--- src/rtl/imm_extend_pipe.sv ---
// Decode-stage immediate generator: I/S/B/U/J extraction behind a registered output with a skid.
// Define ZICSR_IMM_EN to decode ImmSrc=101 as the CSR zero-extended rs1 immediate.
module imm_extend_pipe #(
    parameter int unsigned XLEN  = 32,
    parameter int unsigned TAG_W = 8
) (
    input  logic             clk,
    input  logic             rst,
    input  logic [31:0]      In,
    input  logic [2:0]       ImmSrc,
    input  logic [TAG_W-1:0] Tag_In,
    input  logic             in_valid,
    output logic             in_ready,
    output logic [XLEN-1:0]  Imm_Ext,
    output logic             Imm_Err,
    output logic [TAG_W-1:0] Tag_Out,
    output logic             out_valid,
    input  logic             out_ready
);

    typedef enum logic [2:0] {
        ImmI = 3'b000,
        ImmS = 3'b001,
        ImmB = 3'b010,
        ImmU = 3'b011,
        ImmJ = 3'b100,
        ImmZ = 3'b101
    } imm_src_e;

    logic [31:0]      imm32;
    logic             ext_bit;
    logic             dec_err;
    logic [XLEN-1:0]  dec_imm;
    logic             unused_opcode;

    logic             out_valid_q;
    logic [XLEN-1:0]  out_imm_q;
    logic             out_err_q;
    logic [TAG_W-1:0] out_tag_q;
    logic             skid_valid_q;
    logic [XLEN-1:0]  skid_imm_q;
    logic             skid_err_q;
    logic [TAG_W-1:0] skid_tag_q;

    logic             in_fire;
    logic             out_free;

    assign unused_opcode = ^In[6:0];

    // Build the 32-bit form first; ext_bit supplies the bits above 31 for XLEN=64.
    always_comb begin
        imm32   = '0;
        ext_bit = 1'b0;
        dec_err = 1'b0;
        case (imm_src_e'(ImmSrc))
            ImmI: begin
                imm32   = {{20{In[31]}}, In[31:20]};
                ext_bit = In[31];
            end
            ImmS: begin
                imm32   = {{20{In[31]}}, In[31:25], In[11:7]};
                ext_bit = In[31];
            end
            ImmB: begin
                imm32   = {{20{In[31]}}, In[7], In[30:25], In[11:8], 1'b0};
                ext_bit = In[31];
            end
            ImmU: begin
                imm32   = {In[31:12], 12'b0};
                ext_bit = In[31];
            end
            ImmJ: begin
                imm32   = {{12{In[31]}}, In[19:12], In[20], In[30:21], 1'b0};
                ext_bit = In[31];
            end
`ifdef ZICSR_IMM_EN
            ImmZ: begin
                imm32   = {27'b0, In[19:15]};
                ext_bit = 1'b0;
            end
`else
            ImmZ: dec_err = 1'b1;
`endif
            default: dec_err = 1'b1;
        endcase
    end

    if (XLEN > 32) begin : g_wide
        assign dec_imm = {{(XLEN-32){ext_bit}}, imm32};
    end else begin : g_narrow
        logic unused_ext;
        assign unused_ext = ext_bit;
        assign dec_imm    = imm32[XLEN-1:0];
    end

    assign in_ready = !skid_valid_q && !rst;
    assign in_fire  = in_valid && in_ready;
    assign out_free = !out_valid_q || out_ready;

    // The skid only fills while the output is stalled, so it never takes a beat when out_free.
    always_ff @(posedge clk) begin
        if (rst) begin
            out_valid_q  <= 1'b0;
            out_imm_q    <= '0;
            out_err_q    <= 1'b0;
            out_tag_q    <= '0;
            skid_valid_q <= 1'b0;
            skid_imm_q   <= '0;
            skid_err_q   <= 1'b0;
            skid_tag_q   <= '0;
        end else if (out_free) begin
            if (skid_valid_q) begin
                out_valid_q  <= 1'b1;
                out_imm_q    <= skid_imm_q;
                out_err_q    <= skid_err_q;
                out_tag_q    <= skid_tag_q;
                skid_valid_q <= 1'b0;
            end else if (in_fire) begin
                out_valid_q <= 1'b1;
                out_imm_q   <= dec_imm;
                out_err_q   <= dec_err;
                out_tag_q   <= Tag_In;
            end else begin
                out_valid_q <= 1'b0;
            end
        end else if (in_fire) begin
            skid_valid_q <= 1'b1;
            skid_imm_q   <= dec_imm;
            skid_err_q   <= dec_err;
            skid_tag_q   <= Tag_In;
        end
    end

    assign out_valid = out_valid_q;
    assign Imm_Ext   = out_imm_q;
    assign Imm_Err   = out_err_q;
    assign Tag_Out   = out_tag_q;

endmodule

--- config.mk ---
export PLATFORM = sky130hd
export DESIGN_NAME = imm_extend_pipe
export DESIGN_NICKNAME = d
export VERILOG_FILES = /design/src/rtl/imm_extend_pipe.sv
export SDC_FILE = /design/constraint.sdc
export NUM_CORES = 1
export LEC_CHECK = 0
export CAP_MARGIN = 25
export CORE_AREA = 2 2 77 116
export CTS_CLUSTER_SIZE = 14
export DETAILED_ROUTE_END_ITERATION = 8
export DIE_AREA = 0 0 79 118
export PLACE_DENSITY = 0.77
export SLEW_MARGIN = 20
export SYNTH_ARGS = -nofsm -noshare
export SYNTH_HDL_FRONTEND = slang
export SYNTH_SLANG_ARGS = --single-unit
--- constraint.sdc ---
create_clock -name clk -period 1.7 [get_ports clk]
set_input_delay 0.17 -clock clk [delete_from_list [all_inputs] [get_ports clk]]
set_output_delay 0.17 -clock clk [all_outputs]
set_load 0.005 [all_outputs]
==> summary.md, run 1 <==
| Metric | Value |
|---|---|
| Hpwl dp | `7140 um` |
| FF+latch area | `1680 sq um` |
| Worst-case reg-to-reg path depth | `5` |
| Post-synth top area cell | `dfxtp_1` |
| Setup TNS | `0 ns` |
| Required @ worst endpoint | `1.95 ns` |
| Vias per cell | `5.67` |
| Synth Area in Compound Gates | `0.253` |
| Slew headroom | `0.567` |
| Largest net degree at the start of global routing | `65` |
| Adder-Cell Fraction of Synth Area | `0.00278` |
| Max Cap Viol | `0` |
| Fin nets | `592` |
| Routed length per instance | `15.8 um` |
| Diodes inserted | `0` |
| Initial antenna violation count | `0` |
| R2R Path Start | `skid_valid_q$_SDFFE_PP0P_` |
| PwrDens | `888 nW/um^2` |
| Synth top area cells | `dfxtp_1 42%, a211oi_1 5.6%, a21oi_1 5.6%` |
| Post-DRT Antenna Nets | `0` |
| Synth Area in Simple Gates | `0.223` |
| DRT Wirelength | `10,400 um` |
| Reg2Reg Capture Point | `skid_imm_q[12]$_SDFFE_PP0P_` |
| Crit. End Element | `register` |
| Layout fillers | `719` |
| First-pass DRT Iterations | `4` |
| Crit Path Category | `input port to register` |
| Main combinational cell family by area after synthesis | `compound AO/OA/AOI/OAI gates` |
| Dpl cells | `639` |
| Xor/xnor share of the synthesized area | `0` |
| Post-synth EDFFs | `0` |
| Final Slew Violations | `0` |
| Hold path depth | `3` |
| Power, Total | `4830 uW` |
| Core area | `8310 sq um` |
| Area of the die | `9320 sq um` |
| Worst clock skew | `0.00480 ns` |
| CTS tree | `yes` |
| FF+latch count, synth | `84` |
| Hold path start | `rst` |
| Mapped cell area | `4040 sq um` |
| WHS | `0.289 ns` |
| Tot GR Track Use | `0.226` |
| Hold Path End | `skid_imm_q[6]$_SDFFE_PP0P_` |
| Port buffer count | `82` |
| P&R area growth vs syn | `34.6%` |
| Final global-route overflow total | `0` |
| 1st-iter DRT viols | `167` |
| Area of the multi-input gates | `2100 sq um` |
| First-pass GRT wire length | `16,800 um` |
| Sequential fraction of the synthesis area | `0.416` |
| VDD IR max | `0.680 mV` |
| CTS sink cnt | `84` |
| Via count | `3,727` |
| Period utilization | `0.914` |
| Worst Setup Start Kind | `input port` |
| Non-Filler Instances | `657` |
| Synth unique cells | `39` |
| Outcome | `finished clean` |
| Die H | `118 um` |
| Max clock buf depth | `2` |
| Syn_area_per_cell | `8.83 sq um` |
| Critical-path maximum fanout | `6` |
| Starting density of the core | `0.487` |
| Fmax | `0.644 GHz` |
| Ys flop type | `dfxtp_1` |
| Clock Pin Slew Worst Setup and Hold Paths | `0.06 ns` |
| Synthesized Nets | `505` |
| Cts hold-fix bufs | `0` |
| Top cell type's share of synthesized area | `0.416` |
| Async SR Flop Fraction | `0` |
| Leakage power | `0.00195 uW` |
| Share of layout cells above drive strength 1 | `0.158` |
| Final setup margin | `0.146 ns` |
| CTS buffer count | `9` |
| Multiplexer area fraction after synthesis | `0.0371` |
| Ports | `90` |
| Site row count | `41` |
| DR DRC count | `0` |
| Root buffer selected by CTS | `clkbuf_16` |
| Worst Tran Pin Value | `0.649 ns` |
| Reg2reg setup slack | `0.24 ns` |
| Clk_lat worst skew | `0.34 ns` |
| Die X | `79 um` |
| Gp weighted congestion | `0.826` |
| DP Worst Slack | `-0.319 ns` |
| Cells after Synth | `458` |
| H-tree depth | `3` |
| Number of global-route vias before repair | `3,496` |
| Class of the worst hold path | `input port to register` |
| Final setup viols | `0` |
| Final Hold Viols | `0` |
| Minimum clock period | `1.55 ns` |
| Arrival time worst endpoint | `1.80 ns` |
| Synth Warn # | `0` |
==> worst max path at each step <==
stage | start | to | slack [ns] | cells past startpoint
6_report | ImmSrc[0] | Imm_Ext[8]$_SDFFE_PP0P_ | 0.15 | 6
5_1_grt | ImmSrc[0] | Imm_Ext[9]$_SDFFE_PP0P_ | -0.01 | 6
4_1_cts | ImmSrc[0] | Imm_Ext[23]$_SDFFE_PP0P_ | 0.02 | 5
3_5_place_dp | ImmSrc[0] | Imm_Ext[29]$_SDFFE_PP0P_ | -0.32 | 5
3_3_place_gp | ImmSrc[0] | Imm_Ext[21]$_SDFFE_PP0P_ | -0.23 | 5
2_1_floorplan | skid_valid_q$_SDFFE_PP0P_ | skid_imm_q[19]$_SDFFE_PP0P_ | 0.28 | 7
==> cell type report <==
class                           instances  share of cell area
Clock inverter                          3             0.00828
Sequential cell                        84               0.309
Inverter                                7             0.00483
Clock buffer                           13              0.0478
Timing Repair Buffer                  124               0.220
Tap cell                              107              0.0246
Multi-Input combinational cell        319               0.386
==> worst max-delay path: stages <==
cell and delay, ns:
clkdlybuf4s50_1 0.51, maj3_2 0.42, buf_4 0.16, nor2b_1 0.16
mux2i_1 0.12, a211oi_1 0.25
==> synthesized netlist by cell type, drive strengths merged, types with 2 or more instances <==
master,instances
dfxtp,84
nor2,59
a21oi,45
a211oi,41
nand2,33
buf,28
nand3b,24
clkbuf,20
nor2b,16
mux2i,15
nor3,15
o211ai,13
nand4b,12
o41ai,12
o22a,8
inv,7
o21ai,6
o31a,4
and2,2
nand3,2
o21a,2
==> cells in the final DEF (no fill, tap or decap), types with 15 or more instances in the layout <==
cell type	synthesis	final
clkdlybuf4s50_1	0	80
nor2b_1	16	16
mux2i_1	15	15
nand2_1	33	33
a21oi_1	45	45
a211oi_1	30	30
nand3b_1	24	24
nor3_1	15	15
nor2_1	59	57
buf_4	4	38
dfxtp_1	84	83
==> where the power goes <==
group | switching (uW) | leakage (uW) | internal [uW]
Clock | 768 | 0.000142 | 1220
Combinational | 354 | 0.00112 | 397
Sequential | 44.4 | 0.000684 | 2050
==> state kept, by name, indices dropped and copies added, names as in the netlist <==
name,count
Imm_Err,1
Imm_Ext,32
Tag_Out,8
out_valid,1
skid_err_q,1
skid_imm_q,32
skid_tag_q,8
skid_valid_q,1
==> what timing repair did <==
item	CTS	global route
buffers inserted	0	2
pin swaps	0	1
cloned	0	0
resized for setup	2	2
endpoints found under the setup margin	1	19
==> metrics by stage <==
step | utilization | area, sq um
3_3_place_gp | 0.616 | 5120
6_report | 0.655 | 5440
2_1_floorplan | - | 4040
3_5_place_dp | 0.616 | 5120
5_1_grt | 0.655 | 5440
4_1_cts | 0.653 | 5420
==> cells by family after synthesis <==
group / count (synthesis)
multiplexers: 15
flip-flops: 84
AND/OR/NAND/NOR: 171
AO/OA/AOI/OAI: 132
adder cells (fa/ha/maj): 1
buffers and inverters: 55
==> layer usage <==
metal / global-route usage / up-vias / share of wire
li1: - / 1832 / -
met1: 0.277 / 1783 / 0.41
met2: 0.389 / 98 / 0.53
met3: 0.0399 / 14 / 0.039
met4: 0.0830 / 0 / 0.018
met5: 0 / - / 0
(Power assumes the default switching activity.)
==> run 2: changes to the inputs <==
- clock period: 1.7 -> 1.56 ns (I/O delays scaled with it)
==> summary.md, run 2 (synthesized netlist as in run 1, its figures left out) <==
| Metric | Value |
|---|---|
| Outcome | `finished clean` |
| VDD IR max | `0.631 mV` |
| Max Cap Viol | `0` |
| Worst Tran Pin Value | `0.544 ns` |
| Final Hold Viols | `0` |
| Final global-route overflow total | `0` |
| RSZ-0062 raised after global routing | `yes` |
| PwrDens | `961 nW/um^2` |
| Final Slew Violations | `0` |
| Gp weighted congestion | `0.809` |
| Worst-case reg-to-reg path depth | `5` |
| Post-DRT Antenna Nets | `0` |
| Clk_lat worst skew | `0.34 ns` |
| Site row count | `41` |
| Port buffer count | `82` |
| Fmax | `0.671 GHz` |
| Levels on crit path | `5` |
| CTS tree | `yes` |
| Most frequent cells in the layout | `83 x dfxtp_1, 78 x clkdlybuf4s50_1, 58 x nor2_1` |
| Ports | `90` |
| Clock Pin Slew Worst Setup and Hold Paths | `0.06 ns` |
| Die H | `118 um` |
| Root buffer selected by CTS | `clkbuf_16` |
| Minimum clock period | `1.49 ns` |
| DR DRC count | `0` |
| Area of the multi-input gates | `2130 sq um` |
| FF+latch area | `1690 sq um` |
| Fin nets | `594` |
| Share of layout cells above drive strength 1 | `0.169` |
| First-pass GRT wire length | `17,500 um` |
| Commonest non-fill, non-tap cell in the layout | `dfxtp_1` |
| Required @ worst endpoint | `1.82 ns` |
| Setup bufs post-CTS | `0` |
| Hpwl dp | `7460 um` |
| CTS buffer count | `9` |
| CP Buf/Inv Count | `1` |
| Crit path cell chain | `nor4b_4 -> and2_4 -> buf_12 -> nor2_1 -> a211oi_2` |
| Hold path depth | `3` |
| Period utilization | `0.955` |
| Worst Setup Start Kind | `register` |
| Initial antenna violation count | `0` |
| First-pass DRT Iterations | `4` |
| Core area | `8310 sq um` |
| Die X | `79 um` |
| Slew headroom | `0.637` |
| P&R area growth vs syn | `37.0%` |
| Class of the worst hold path | `input port to register` |
| Setup TNS | `0 ns` |
| Critical-path maximum fanout | `31` |
| Final setup viols | `0` |
| CP peak stage delay | `0.36 ns` |
| Layout fillers | `669` |
| Leakage power | `0.00201 uW` |
| Worst clock skew | `0.00355 ns` |
| Cell area after layout | `5540 sq um` |
| H-tree depth | `3` |
| Cts hold-fix bufs | `0` |
| Starting density of the core | `0.487` |
| Family with the most delay on the worst path | `simple AND/OR/NAND/NOR gates` |
| Tot GR Track Use | `0.238` |
| Arrival time worst endpoint | `1.75 ns` |
| Number of global-route vias before repair | `3,644` |
| Crit Path Category | `register to register` |
| Area of the die | `9320 sq um` |
| Max clock buf depth | `2` |
| DRT Wirelength | `10,800 um` |
| Via count | `3,759` |
| Diodes inserted | `0` |
| Critical path's slowest cell | `dfxtp_4` |
| CTS sink cnt | `84` |
| Crit. End Element | `register` |
| Placed Area | `5180 sq um` |
| Largest net degree at the start of global routing | `53` |
| Vias per cell | `5.72` |
| Routed length per instance | `16.4 um` |
| Non-Filler Instances | `657` |
| 1st-iter DRT viols | `230` |
| Dpl cells | `642` |
[run 2: cell count changes in the layout (fill, tap and decap cells not counted), moves of 3 or more]
cell,previous run,this run
buf_12,5,8
a21oi_1,45,41
buf_4,38,34
a21oi_2,0,4
[run 2: through the flow]
| stage | util | setup WS [ns] | hold slack, ns | power (uW) |
|---|---|---|---|---|
| 3_3_place_gp | 0.623 | -0.254 | 0.441 | 3140 |
| 3_5_place_dp | 0.623 | -0.280 | 0.447 | 3160 |
| 6_report | 0.667 | 0.0705 | 0.188 | 5320 |
| 2_1_floorplan | - | 0.140 | 0.292 | 2730 |
| 5_1_grt | 0.667 | -0.0222 | 0.188 | 5530 |
| 4_1_cts | 0.659 | 0.0361 | 0.169 | 5360 |
[run 2: final cells by class]
cell class | count | area share
multi-input combinational | 319 | 0.385
sequential | 84 | 0.304
timing repair buffer | 126 | 0.227
inverter | 7 | 0.00474
clock buffer | 9 | 0.0406
clock inverter | 5 | 0.0142
tap | 107 | 0.0242
[run 2: path summary, 6_finish.rpt]
| check | slack [ns] | start | endpoint |
|---|---|---|---|
| max | 0.07 | skid_valid_q$_SDFFE_PP0P_ | skid_imm_q[14]$_SDFFE_PP0P_ |
| min | 0.19 | rst | skid_imm_q[3]$_SDFFE_PP0P_ |
| max reg2reg | 0.07 | skid_valid_q$_SDFFE_PP0P_ | skid_imm_q[14]$_SDFFE_PP0P_ |
| min reg2reg | 0.46 | skid_tag_q[6]$_SDFFE_PP0P_ | skid_tag_q[6]$_SDFFE_PP0P_ |
[run 2: routing by layer]
| metal | share of wire | routed length (um) | global-route usage | vias to the layer above |
|---|---|---|---|---|
| met5 | 0 | 0 | 0 | - |
| met4 | 0.034 | 365 | 0.114 | 0 |
| met3 | 0.047 | 507 | 0.0445 | 23 |
| met2 | 0.52 | 5580 | 0.409 | 109 |
| met1 | 0.40 | 4320 | 0.278 | 1789 |
| li1 | - | - | - | 1838 |
[run 2: tightest hold or removal path, cell delays in order]
cell	delay (ns)
buf_4	0.13
buf_4	0.16
a211oi_2	0.04
[run 2: where the power goes]
part | switching, uW | internal (uW)
Combinational | 400 | 446
Sequential | 49.8 | 2230
Clock | 816 | 1380
Total | 1270 | 4060
[run 2: timing repair]
action,in CTS,in global routing
endpoints found under the setup margin,1,45
pin swaps,0,3
gates resized for setup,1,16
cloned,0,1
